<file path="src/rtl/if_id_queue.sv">
// rtl/if_id_queue.sv - fetch/decode decoupling FIFO of {pc, instruction, prediction}
module if_id_queue #(
    parameter int ADDR_W = 32,
    parameter int INST_W = 32,
    parameter int DEPTH  = 4,
    parameter int CNT_W  = $clog2(DEPTH + 1)
) (
    input  logic              clk,
    input  logic              rst_n,
    input  logic              in_valid,
    output logic              in_ready,
    input  logic [ADDR_W-1:0] in_pc,
    input  logic [INST_W-1:0] in_inst,
    input  logic              in_pred,
    input  logic              discard,
    input  logic              id_stall,
    output logic              out_valid,
    output logic [ADDR_W-1:0] out_pc,
    output logic [INST_W-1:0] out_inst,
    output logic              out_pred,
    output logic [CNT_W-1:0]  count
);

    // A single-entry queue still needs a one-bit pointer; it simply never moves.
    localparam int PTR_W = (DEPTH > 1) ? $clog2(DEPTH) : 1;
    localparam logic [PTR_W-1:0] LAST_PTR = PTR_W'(DEPTH - 1);
    localparam logic [CNT_W-1:0] FULL_CNT = CNT_W'(DEPTH);

    logic [ADDR_W-1:0] pc_mem   [0:DEPTH-1];
    logic [INST_W-1:0] inst_mem [0:DEPTH-1];
    logic              pred_mem [0:DEPTH-1];

    logic [PTR_W-1:0]  wr_ptr;
    logic [PTR_W-1:0]  rd_ptr;
    logic [CNT_W-1:0]  occ;
    logic              push;
    logic              pop;
    logic              not_empty;

    // Handshake and output decode look only at registered occupancy and storage.
    always_comb begin
        not_empty = (occ != '0);
        in_ready  = (occ != FULL_CNT);
        out_valid = not_empty;
        out_pc    = '0;
        out_inst  = '0;
        out_pred  = 1'b0;
        if (not_empty) begin
            out_pc   = pc_mem[rd_ptr];
            out_inst = inst_mem[rd_ptr];
            out_pred = pred_mem[rd_ptr];
        end
        // A flush from EX cancels both sides of the transfer in the same cycle.
        push  = in_valid & in_ready & ~discard;
        pop   = not_empty & ~id_stall & ~discard;
        count = occ;
    end

    // Storage is not reset: an entry only becomes visible once counted.
    always_ff @(posedge clk) begin
        if (push) begin
            pc_mem[wr_ptr]   <= in_pc;
            inst_mem[wr_ptr] <= in_inst;
            pred_mem[wr_ptr] <= in_pred;
        end
    end

    // Pointers and occupancy; full/empty come from the count, never from pointer compare.
    always_ff @(posedge clk or negedge rst_n) begin
        if (!rst_n) begin
            wr_ptr <= '0;
            rd_ptr <= '0;
            occ    <= '0;
        end else if (discard) begin
            wr_ptr <= '0;
            rd_ptr <= '0;
            occ    <= '0;
        end else begin
            if (push) begin
                wr_ptr <= (wr_ptr == LAST_PTR) ? '0 : wr_ptr + 1'b1;
            end
            if (pop) begin
                rd_ptr <= (rd_ptr == LAST_PTR) ? '0 : rd_ptr + 1'b1;
            end
            case ({push, pop})
                2'b10:   occ <= occ + 1'b1;
                2'b01:   occ <= occ - 1'b1;
                default: occ <= occ;
            endcase
        end
    end

endmodule

</file>
<file path="config.mk">
export PLATFORM = sky130hd
export DESIGN_NAME = if_id_queue
export DESIGN_NICKNAME = d
export VERILOG_FILES = /design/src/rtl/if_id_queue.sv
export SDC_FILE = /design/constraint.sdc
export NUM_CORES = 1
export LEC_CHECK = 0
export CAP_MARGIN = 20
export CORE_AREA = 2 2 267 164
export DETAILED_ROUTE_END_ITERATION = 16
export DIE_AREA = 0 0 269 166
export REMOVE_ABC_BUFFERS = 1
export SYNTH_ARGS = -nofsm -noshare
export SYNTH_HDL_FRONTEND = slang
export SYNTH_SLANG_ARGS = --single-unit
</file>
<file path="constraint.sdc">
create_clock -name clk -period 15.16 [get_ports clk]
set_clock_uncertainty 0.2 [all_clocks]
set_input_delay 2.274 -clock clk [delete_from_list [all_inputs] [get_ports clk]]
set_output_delay 2.274 -clock clk [all_outputs]
set_load 0.01 [all_outputs]
</file>
==> reports/results.ini, run 1 <==
[power_and_ir_drop]
clockPowerShare = 0.402
internal-power_uw = 1380
powerDensity_nw_per_um2 = 131
leakage_uw = 0.00416
switching_share = 0.217
power.switching_uw = 382
comb_power_share = 0.117
pwr-share-seq = 0.481
worst_ir_drop_vdd_uv = 67.3

[drt]
drc = 0
wl_per_cell_um = 18.1
ant_nets = 0
drt-vias-per-instance = 4.10
num_vias = 5061
finalWirelength_um = 22300
drt_iter0_markers = 317
drt-pass1-iter-count = 4

[synth]
synth_area_leaders = edfxtp_1, mux4_2, and2_1
avgSynthCellArea_um2 = 21.7
ys.flop_type = edfxtp_1
netlist_area_um2 = 10400
synth-seq-area-share = 0.765
netlist.top_cell.by_area = edfxtp_1
synthMostInstantiatedCell = edfxtp_1
async_flop_share = 0.0262
ys_types = 36
ys_ff_latch = 267
synthTopCellsByCount = edfxtp_1, and2_1, mux4_2
synth_top_cell_area_share = 0.749
synth-edff-count = 260
ys_warn_count = 0
synthCells = 481

[grt]
grt_pass1_wl_um = 33500
overflow = 0
grt_pass1_vias = 5378
grt_antenna_before_repair = 3
grt_max_degree = 66
grt_usage = 0.0999

[worst_setup_path]
end_kind = primary output
critical_path.cell_chain = buf_4 -> mux4_2 -> and2_1 -> clkdlybuf4s50_1
cp_slowest_cell = dfrtp_4
crit_type = reg -> out
max_stage_delay_ps = 830
critPathLaunchType = flop
worstPathRequired_ps = 12690
worstPathArrival_ps = 3440
crit_fanout = 39

[sta]
rsz0062_at_grt = false
timing.final.crit_share = 0.390
tightest_slew_ps = 851
fmax_mhz = 169
setup_viol = 0
final.setup.tns_ps = 0
hold_viol = 0
slew_violations = 0
period_needed_ps = 5920
max-slew-margin-rel = 0.433

[die]
ioPinCount = 140
initial_utilization = 0.246
rows = 59
die_height_um = 166
coreArea_um2 = 42400
dieWidth_um = 269
dieArea_um2 = 44700

[clock_network]
h-tree-depth = 1
cts_tree = done
cts_resized = 0
cts_buffers = 27
clkTransAtPathRegs_ps = 60
cts-root-buf = clkbuf_16
clkLatencyLatePin_ps = 570
post_cts_buffers = 0
postCtsHoldBufs = 0
clockBufferDepth = 3
clock-sinks = 267

[cells_and_area]
fin_nets = 709
synthToLayoutAreaGrowth_pct = 29.0
drive_gt1_frac = 0.188
layout.cells.non_filler = 1234

[run_status]
status = complete, no violations

[worst_hold_path]
hold_path_class = reg -> reg

[placed_design]
dpl.hpwl_um = 13200
gp_congestion = 0.673
dp.cells = 1182
port_buffers = 139

[run]
max-cap-violations = 0

cells by family (layout without fill, tap and decap cells):
kind of cell	after synthesis	in the layout	share of synthesized area
fa+ha+maj	6	6	0.00792
compound gates	19	19	0.0124
flops	267	267	0.765
simple gates	89	89	0.0545
buf+inv	34	207	0.0187
xor+xnor	1	1	0.000840
mux	65	65	0.140
other cells	0	1	0
path summary, 6_finish.rpt:
path,from,endpoint,slack [ps],cells after the start
worst min-delay path,wr_ptr[1],wr_ptr[1],410,2
worst min register to register,wr_ptr[1],wr_ptr[1],410,2
worst max register to register,count[1],count[1],12400,6
worst max-delay path,rd_ptr[0],out_pc[2],9240,4
min in group asynchronous,rst_n,rd_ptr[1],1780,1
max in group asynchronous,rst_n,rd_ptr[0],12650,1
critical path: cells and delay by family (launching register included):
kind / cells / cell delay, ps
multiplexers: 1 / 580
flip-flops: 1 / 830
AND/OR/NAND/NOR: 1 / 190
buffers and inverters: 2 / 1190
registers in the layout (all words and copies together), names as in the netlist:
name      cells
inst_mem    128
pc_mem      128
count         3
pred_mem      4
wr_ptr        2
rd_ptr        2
layer usage:
metal / wire (um) / share of wire / GRT usage / vias up
met5: 0 / 0 / 0 / -
met4: 546 / 0.024 / 0.0256 / 0
met3: 963 / 0.043 / 0.0233 / 36
met2: 10600 / 0.47 / 0.162 / 114
met1: 10200 / 0.46 / 0.135 / 2651
li1: - / - / - / 2260
through the flow:
stage,total power [uW],hold WS [ps],instance area [um2],utilization,setup WS (ps)
finish,1760,414,13500,0.317,9240
global route,1830,459,13500,0.317,8940
CTS,1790,412,13400,0.316,9080
detailed placement,1070,403,12500,0.294,9670
global placement,1070,389,12500,0.294,9700
floorplan,961,354,10300,-,7240
placed cells by master, fill, tap and decap left out, types with 3 or more instances in the layout:
| cell type | n |
|---|---|
| clkinv_1 | 7 |
| and2_1 | 65 |
| inv_1 | 6 |
| ha_1 | 5 |
| clkbuf_16 | 27 |
| dfrtp_1 | 5 |
| nor2_1 | 3 |
| mux4_2 | 65 |
| clkinv_2 | 4 |
| nand3b_1 | 3 |
| nor3b_2 | 4 |
| o21ai_0 | 5 |
| a21oi_1 | 4 |
| clkbuf_1 | 5 |
| clkdlybuf4s50_1 | 139 |
| bufinv_16 | 6 |
| buf_4 | 10 |
| edfxtp_1 | 260 |
power by group through the flow:
stage / registers [uW] / logic, uW / clock network (uW)
floorplan: 867 / 93.8 / 0
global placement: 862 / 208 / 0
detailed placement: 863 / 210 / 0
CTS: 847 / 210 / 732
global route: 849 / 223 / 762
finish: 846 / 205 / 707
layout make-up:
class                           count  area, um2
Sequential cell                   267       7990
Timing Repair Buffer              150       1490
Tap cell                          579        724
Antenna cell                        1       2.50
Inverter                            7       26.3
Clock buffer                       32        694
Clock inverter                     18        246
Fill cell                        4070      29000
Multi-Input combinational cell    180       2270
Power figures use the tool's default switching activity.
==> inputs of run 2 (changes only) <==
==> constraint.sdc (replaced) <==
create_clock -name clk -period 5.6 [get_ports clk]
set_clock_uncertainty 0.2 [all_clocks]
set_input_delay 0.84 -clock clk [delete_from_list [all_inputs] [get_ports clk]]
set_output_delay 0.84 -clock clk [all_outputs]
set_load 0.01 [all_outputs]
==> reports/results.ini, run 2 (same netlist as run 1, synthesis figures left out) <==
[placed_design]
port_buffers = 139  ; unchanged
gp_congestion = 0.724  ; +7.5%
dpl.hpwl_um = 13100  ; -0.78%
dp_slack_ps = 1590  ; -8080 ps

[clock_network]
clkTransAtPathRegs_ps = 60  ; about the same
h-tree-depth = 1  ; unchanged
cts_resized = 0  ; unchanged
postCtsHoldBufs = 0  ; unchanged
cts_buffers = 27  ; unchanged
cts-root-buf = clkbuf_16
clock-sinks = 267  ; unchanged
post_cts_buffers = 0  ; unchanged
clockBufferDepth = 3  ; unchanged
clkLatencyLatePin_ps = 540  ; -30 ps
cts_tree = done

[sta]
rsz0062_at_grt = false
slew_violations = 0  ; unchanged
timing.final.crit_share = 0.725
finalWorstSetupSlack_ps = 1540  ; -7700 ps
period_needed_ps = 4060
hold_viol = 0  ; unchanged
setup_viol = 0  ; unchanged
max-slew-margin-rel = 0.456  ; +0.0236
tightest_slew_ps = 814  ; -36.6 ps
fmax_mhz = 246
hold_ws_ps = 382  ; -32.2 ps

[worst_setup_path]
critical_path.cell_chain = nor3_4 -> inv_2 -> buf_4 -> and2_1 -> clkdlybuf4s50_1
end_kind = primary output
critPathLaunchType = flop
crit_type = reg -> out
worstPathArrival_ps = 3020  ; -420 ps
max_stage_delay_ps = 610  ; -220 ps
crit_fanout = 45  ; +15%
critPathBufInv = 3  ; +1
worstPathRequired_ps = 4560  ; -8130 ps
cp_slowest_cell = inv_2
cpLargestDelayFamily = buffers and inverters

[cells_and_area]
fillers = 4072  ; +0.049%
layout_common_cells = edfxtp_1, clkdlybuf4s50_1, mux4_2, and2_1, clkbuf_16
drive_gt1_frac = 0.188  ; unchanged
multiInputGateArea_um2 = 2270  ; unchanged
fin_util = 0.315  ; -0.00233
ff_latch_area_um2 = 7990  ; unchanged
fin_nets = 710  ; +0.14%
synthToLayoutAreaGrowth_pct = 28.0
top_regs = inst_mem x128, pc_mem x128, pred_mem x4
mostFrequentLayoutCell = edfxtp_1
antenna_cells = 0  ; -1

[grt]
overflow = 0  ; unchanged
grt_antenna_before_repair = 2  ; -1
grt_max_degree = 68  ; +3.0%
grt_pass1_vias = 5486  ; +2.0%
grt_pass1_wl_um = 34700  ; +3.6%
grt_usage = 0.103  ; +0.00288

[drt]
drt-pass1-iter-count = 4  ; unchanged
finalWirelength_um = 23000  ; +3.1%
drt_iter0_markers = 332  ; +4.7%
drc = 0  ; unchanged
wl_per_cell_um = 18.6  ; +3.2%
ant_nets = 0  ; unchanged
num_vias = 5086  ; +0.49%
drt-vias-per-instance = 4.12  ; +0.58%

[worst_hold_path]
hold_path_class = in -> async

[power_and_ir_drop]
leakage_uw = 0.00412  ; -0.98%
worst_ir_drop_vdd_uv = 185  ; +180%
powerDensity_nw_per_um2 = 344  ; +160%

[run]
max-cap-violations = 0  ; unchanged

[die]
rows = 59  ; unchanged
ioPinCount = 140  ; unchanged
coreArea_um2 = 42400  ; unchanged
dieArea_um2 = 44700  ; unchanged
dieWidth_um = 269  ; unchanged
initial_utilization = 0.246  ; unchanged
die_height_um = 166  ; unchanged

[run_status]
status = complete, no violations

==> run 2: power breakdown <==
group / leakage [uW] / internal [uW] / switching, uW / total (uW)
registers: 0.00245 / 2250 / 33.6 / 2290
clock network: 0.000411 / 970 / 778 / 1750
logic: 0.00126 / 314 / 250 / 565
==> run 2: path summary, 6_finish.rpt <==
kind	from	slack, ps	cells past startpoint	to
setup / recovery	count[1]	1540	5	out_inst[27]
hold / removal	rst_n	380	1	rd_ptr[1]
setup reg to reg	count[0]	2930	5	pc_mem[3][12]
hold reg to reg	wr_ptr[1]	420	2	wr_ptr[1]
max in group asynchronous	rst_n	4510	1	rd_ptr[0]
min in group clk	wr_ptr[1]	420	2	wr_ptr[1]
==> run 2: cell type report <==
class,instances,share of cell area
multi-input combinational,180,0.170
clock buffer,30,0.0514
timing repair buffer,151,0.113
inverter,7,0.00197
tap,579,0.0543
clock inverter,19,0.0103
sequential,267,0.598
==> run 2: per-stage QoR <==
stage / std cells / setup TNS (ps) / instance area [um2] / total power, uW
5_1_grt: 1233 / 0 / 13400 / 4800
3_5_place_dp: 1182 / 0 / 12500 / 2900
3_3_place_gp: 1182 / 0 / 12500 / 2900
2_1_floorplan: 454 / -250090 / 10300 / 2600
4_1_cts: 1231 / 0 / 13300 / 4680
6_report: 1233 / 0 / 13400 / 4600
==> run 2: routing by layer <==
metal	routed length (um)	track usage	up-vias
met4	608	0.0249	0
met3	1120	0.0228	38
met2	10700	0.162	122
met5	0	0	-
li1	-	-	2260
met1	10600	0.145	2666
==> inputs of run 3 (changes only) <==
==> constraint.sdc (replaced) <==
create_clock -name clk -period 3.2 [get_ports clk]
set_clock_uncertainty 0.2 [all_clocks]
set_input_delay 0.48 -clock clk [delete_from_list [all_inputs] [get_ports clk]]
set_output_delay 0.48 -clock clk [all_outputs]
set_load 0.01 [all_outputs]
==> reports/results.ini, run 3 (same netlist as run 1, synthesis figures left out) <==
[cells_and_area]
fin_nets = 738  ; +3.9%
mostFrequentLayoutCell = edfxtp_1
multiInputGateArea_um2 = 2270  ; unchanged
fillers = 4029  ; -1.1%
drive_gt1_frac = 0.224  ; +0.0355
fin_util = 0.326  ; +0.0116
synthToLayoutAreaGrowth_pct = 32.7
layout_common_cells = edfxtp_1, clkdlybuf4s50_1, mux4_2, and2_1, dlymetal6s2s_1
antenna_cells = 0  ; unchanged
top_regs = inst_mem x128, pc_mem x128, pred_mem x4
ff_latch_area_um2 = 7990  ; unchanged
finish.instance_area_um2 = 13800  ; +3.7%

[placed_design]
dp_slack_ps = 382  ; -1210 ps
postPlaceCellArea_um2 = 12700  ; +1.8%
dpl.hpwl_um = 13800  ; +5.7%
port_buffers = 139  ; unchanged
gp_congestion = 0.690  ; -4.7%

[drt]
drt-vias-per-instance = 4.16  ; +0.86%
wl_per_cell_um = 18.8  ; +0.68%
wl_met2_um = 11000  ; +2.8%
drt-pass1-iter-count = 4  ; unchanged
finalWirelength_um = 23600  ; +2.8%
drc = 0  ; unchanged
drt_iter0_markers = 271  ; -18%
ant_nets = 0  ; unchanged
drt-met1-wl_um = 11100  ; +4.6%
dr.max_layer_used = met4
num_vias = 5238  ; +3.0%
met3_length_um = 1140  ; +1.4%

[power_and_ir_drop]
powerDensity_nw_per_um2 = 585  ; +70%
worst_ir_drop_vdd_uv = 336  ; +81%
power.total_uw = 8100  ; +76%
leakage_uw = 0.00490  ; +19%

[clock_network]
cts_buffers = 27  ; unchanged
cts_tree = done
clockBufferDepth = 3  ; unchanged
h-tree-depth = 1  ; unchanged
clkLatencyLatePin_ps = 540  ; about the same
cts-root-buf = clkbuf_16
clock-sinks = 267  ; unchanged
clkTransAtPathRegs_ps = 70  ; about the same

[grt]
overflow = 0  ; unchanged
grt_max_degree = 47  ; -31%
grt_usage = 0.106  ; +0.00330
grt_pass1_vias = 5613  ; +2.3%
grt_pass1_wl_um = 35500  ; +2.5%
grt_antenna_before_repair = 2  ; unchanged

[worst_hold_path]
hold_path_class = in -> async

[sta]
tightest_slew_ps = 442  ; -372 ps
timing.final.crit_share = 0.968
finalWorstSetupSlack_ps = 103  ; -1440 ps
slew_violations = 0  ; unchanged
max-slew-margin-rel = 0.705  ; +0.249
hold_viol = 0  ; unchanged
period_needed_ps = 3100
fmax_mhz = 323
setup_viol = 0  ; unchanged

[worst_setup_path]
critical_path.cell_chain = buf_6 -> buf_12 -> mux4_2 -> and2_1 -> clkdlybuf4s50_1
r2r-start = count[1]
critPathLaunchType = flop
crit_fanout = 10  ; -78%
max_stage_delay_ps = 490  ; -120 ps
rrSetupSlack_ps = 610  ; -2320 ps
worstPathArrival_ps = 2420  ; -600 ps
reg2reg_to = count[1]
crit_type = reg -> out
end_kind = primary output
worstPathRequired_ps = 2520  ; -2040 ps
cp_slowest_cell = mux4_2
reg2reg_depth = 6  ; +1

[die]
dieWidth_um = 269  ; unchanged
coreArea_um2 = 42400  ; unchanged
ioPinCount = 140  ; unchanged
rows = 59  ; unchanged
dieArea_um2 = 44700  ; unchanged
die_height_um = 166  ; unchanged
initial_utilization = 0.246  ; unchanged

[run]
max-cap-violations = 0  ; unchanged

[run_status]
status = complete, no violations

-- run 3: cell count changes in the layout (fill, tap and decap cells not counted), moves of 4 or more --
cell / change
dlygate4sd2_1: +12
clkdlybuf4s50_1: -46
dlymetal6s2s_1: +34
buf_12: +10
buf_4: +13
clkbuf_1: +4
clkinv_2: -5
clkinv_1: -7
clkbuf_8: +4
-- run 3: worst max path at each step --
stage              start             end  slack (ps)  cells after the start
2_1_floorplan   count[1]  inst_mem[0][0]       -3360                      4
3_3_place_gp   rd_ptr[1]      out_pc[13]         410                      4
3_5_place_dp   rd_ptr[1]    out_inst[11]         380                      4
4_1_cts        rd_ptr[0]       out_pc[0]         -10                      5
5_1_grt        rd_ptr[0]      out_pc[10]          -1                      5
6_report       rd_ptr[0]     out_inst[1]         100                      5
-- run 3: power breakdown --
| group | internal [uW] | switching, uW |
|---|---|---|
| clock | 1720 | 1300 |
| combinational | 608 | 487 |
| sequential | 3940 | 36.7 |
| total | 6270 | 1820 |
-- run 3: what timing repair did --
item	CTS	global route
gates resized for setup	13	37
hold buffers	0	0
setup buffers	9	10
gates cloned	1	0
endpoints found under the setup margin	61	45
-- run 3: layout make-up --
cell class | instances | area share
inverters | 7 | 0.00190
repair buffers | 179 | 0.144
clock inverters | 9 | 0.00587
multi-input cells | 180 | 0.164
clock buffers | 38 | 0.0547
well taps | 579 | 0.0523
flip-flops and latches | 267 | 0.577
-- run 3: routing by layer --
metal  GRT usage  vias to the layer above
li1            -                     2315
met1       0.147                     2778
met2       0.169                      114
met3      0.0259                       31
met4      0.0220                        0
met5           0                        -
-- run 3: critical path: cells and delay by family (launching register included) --
family / cells / cell delay [ps]
flops: 1 / 430
buf+inv: 3 / 790
mux: 1 / 490
simple gates: 1 / 180
-- run 3: per-stage QoR --
stage	std cells	hold WS [ps]	TNS, ps
CTS	1249	26.7	-39.6
global route	1259	32.2	-1.21
floorplan	454	-15.6	-936700
detailed placement	1192	401	0
global placement	1192	390	0
finish	1259	34.1	0
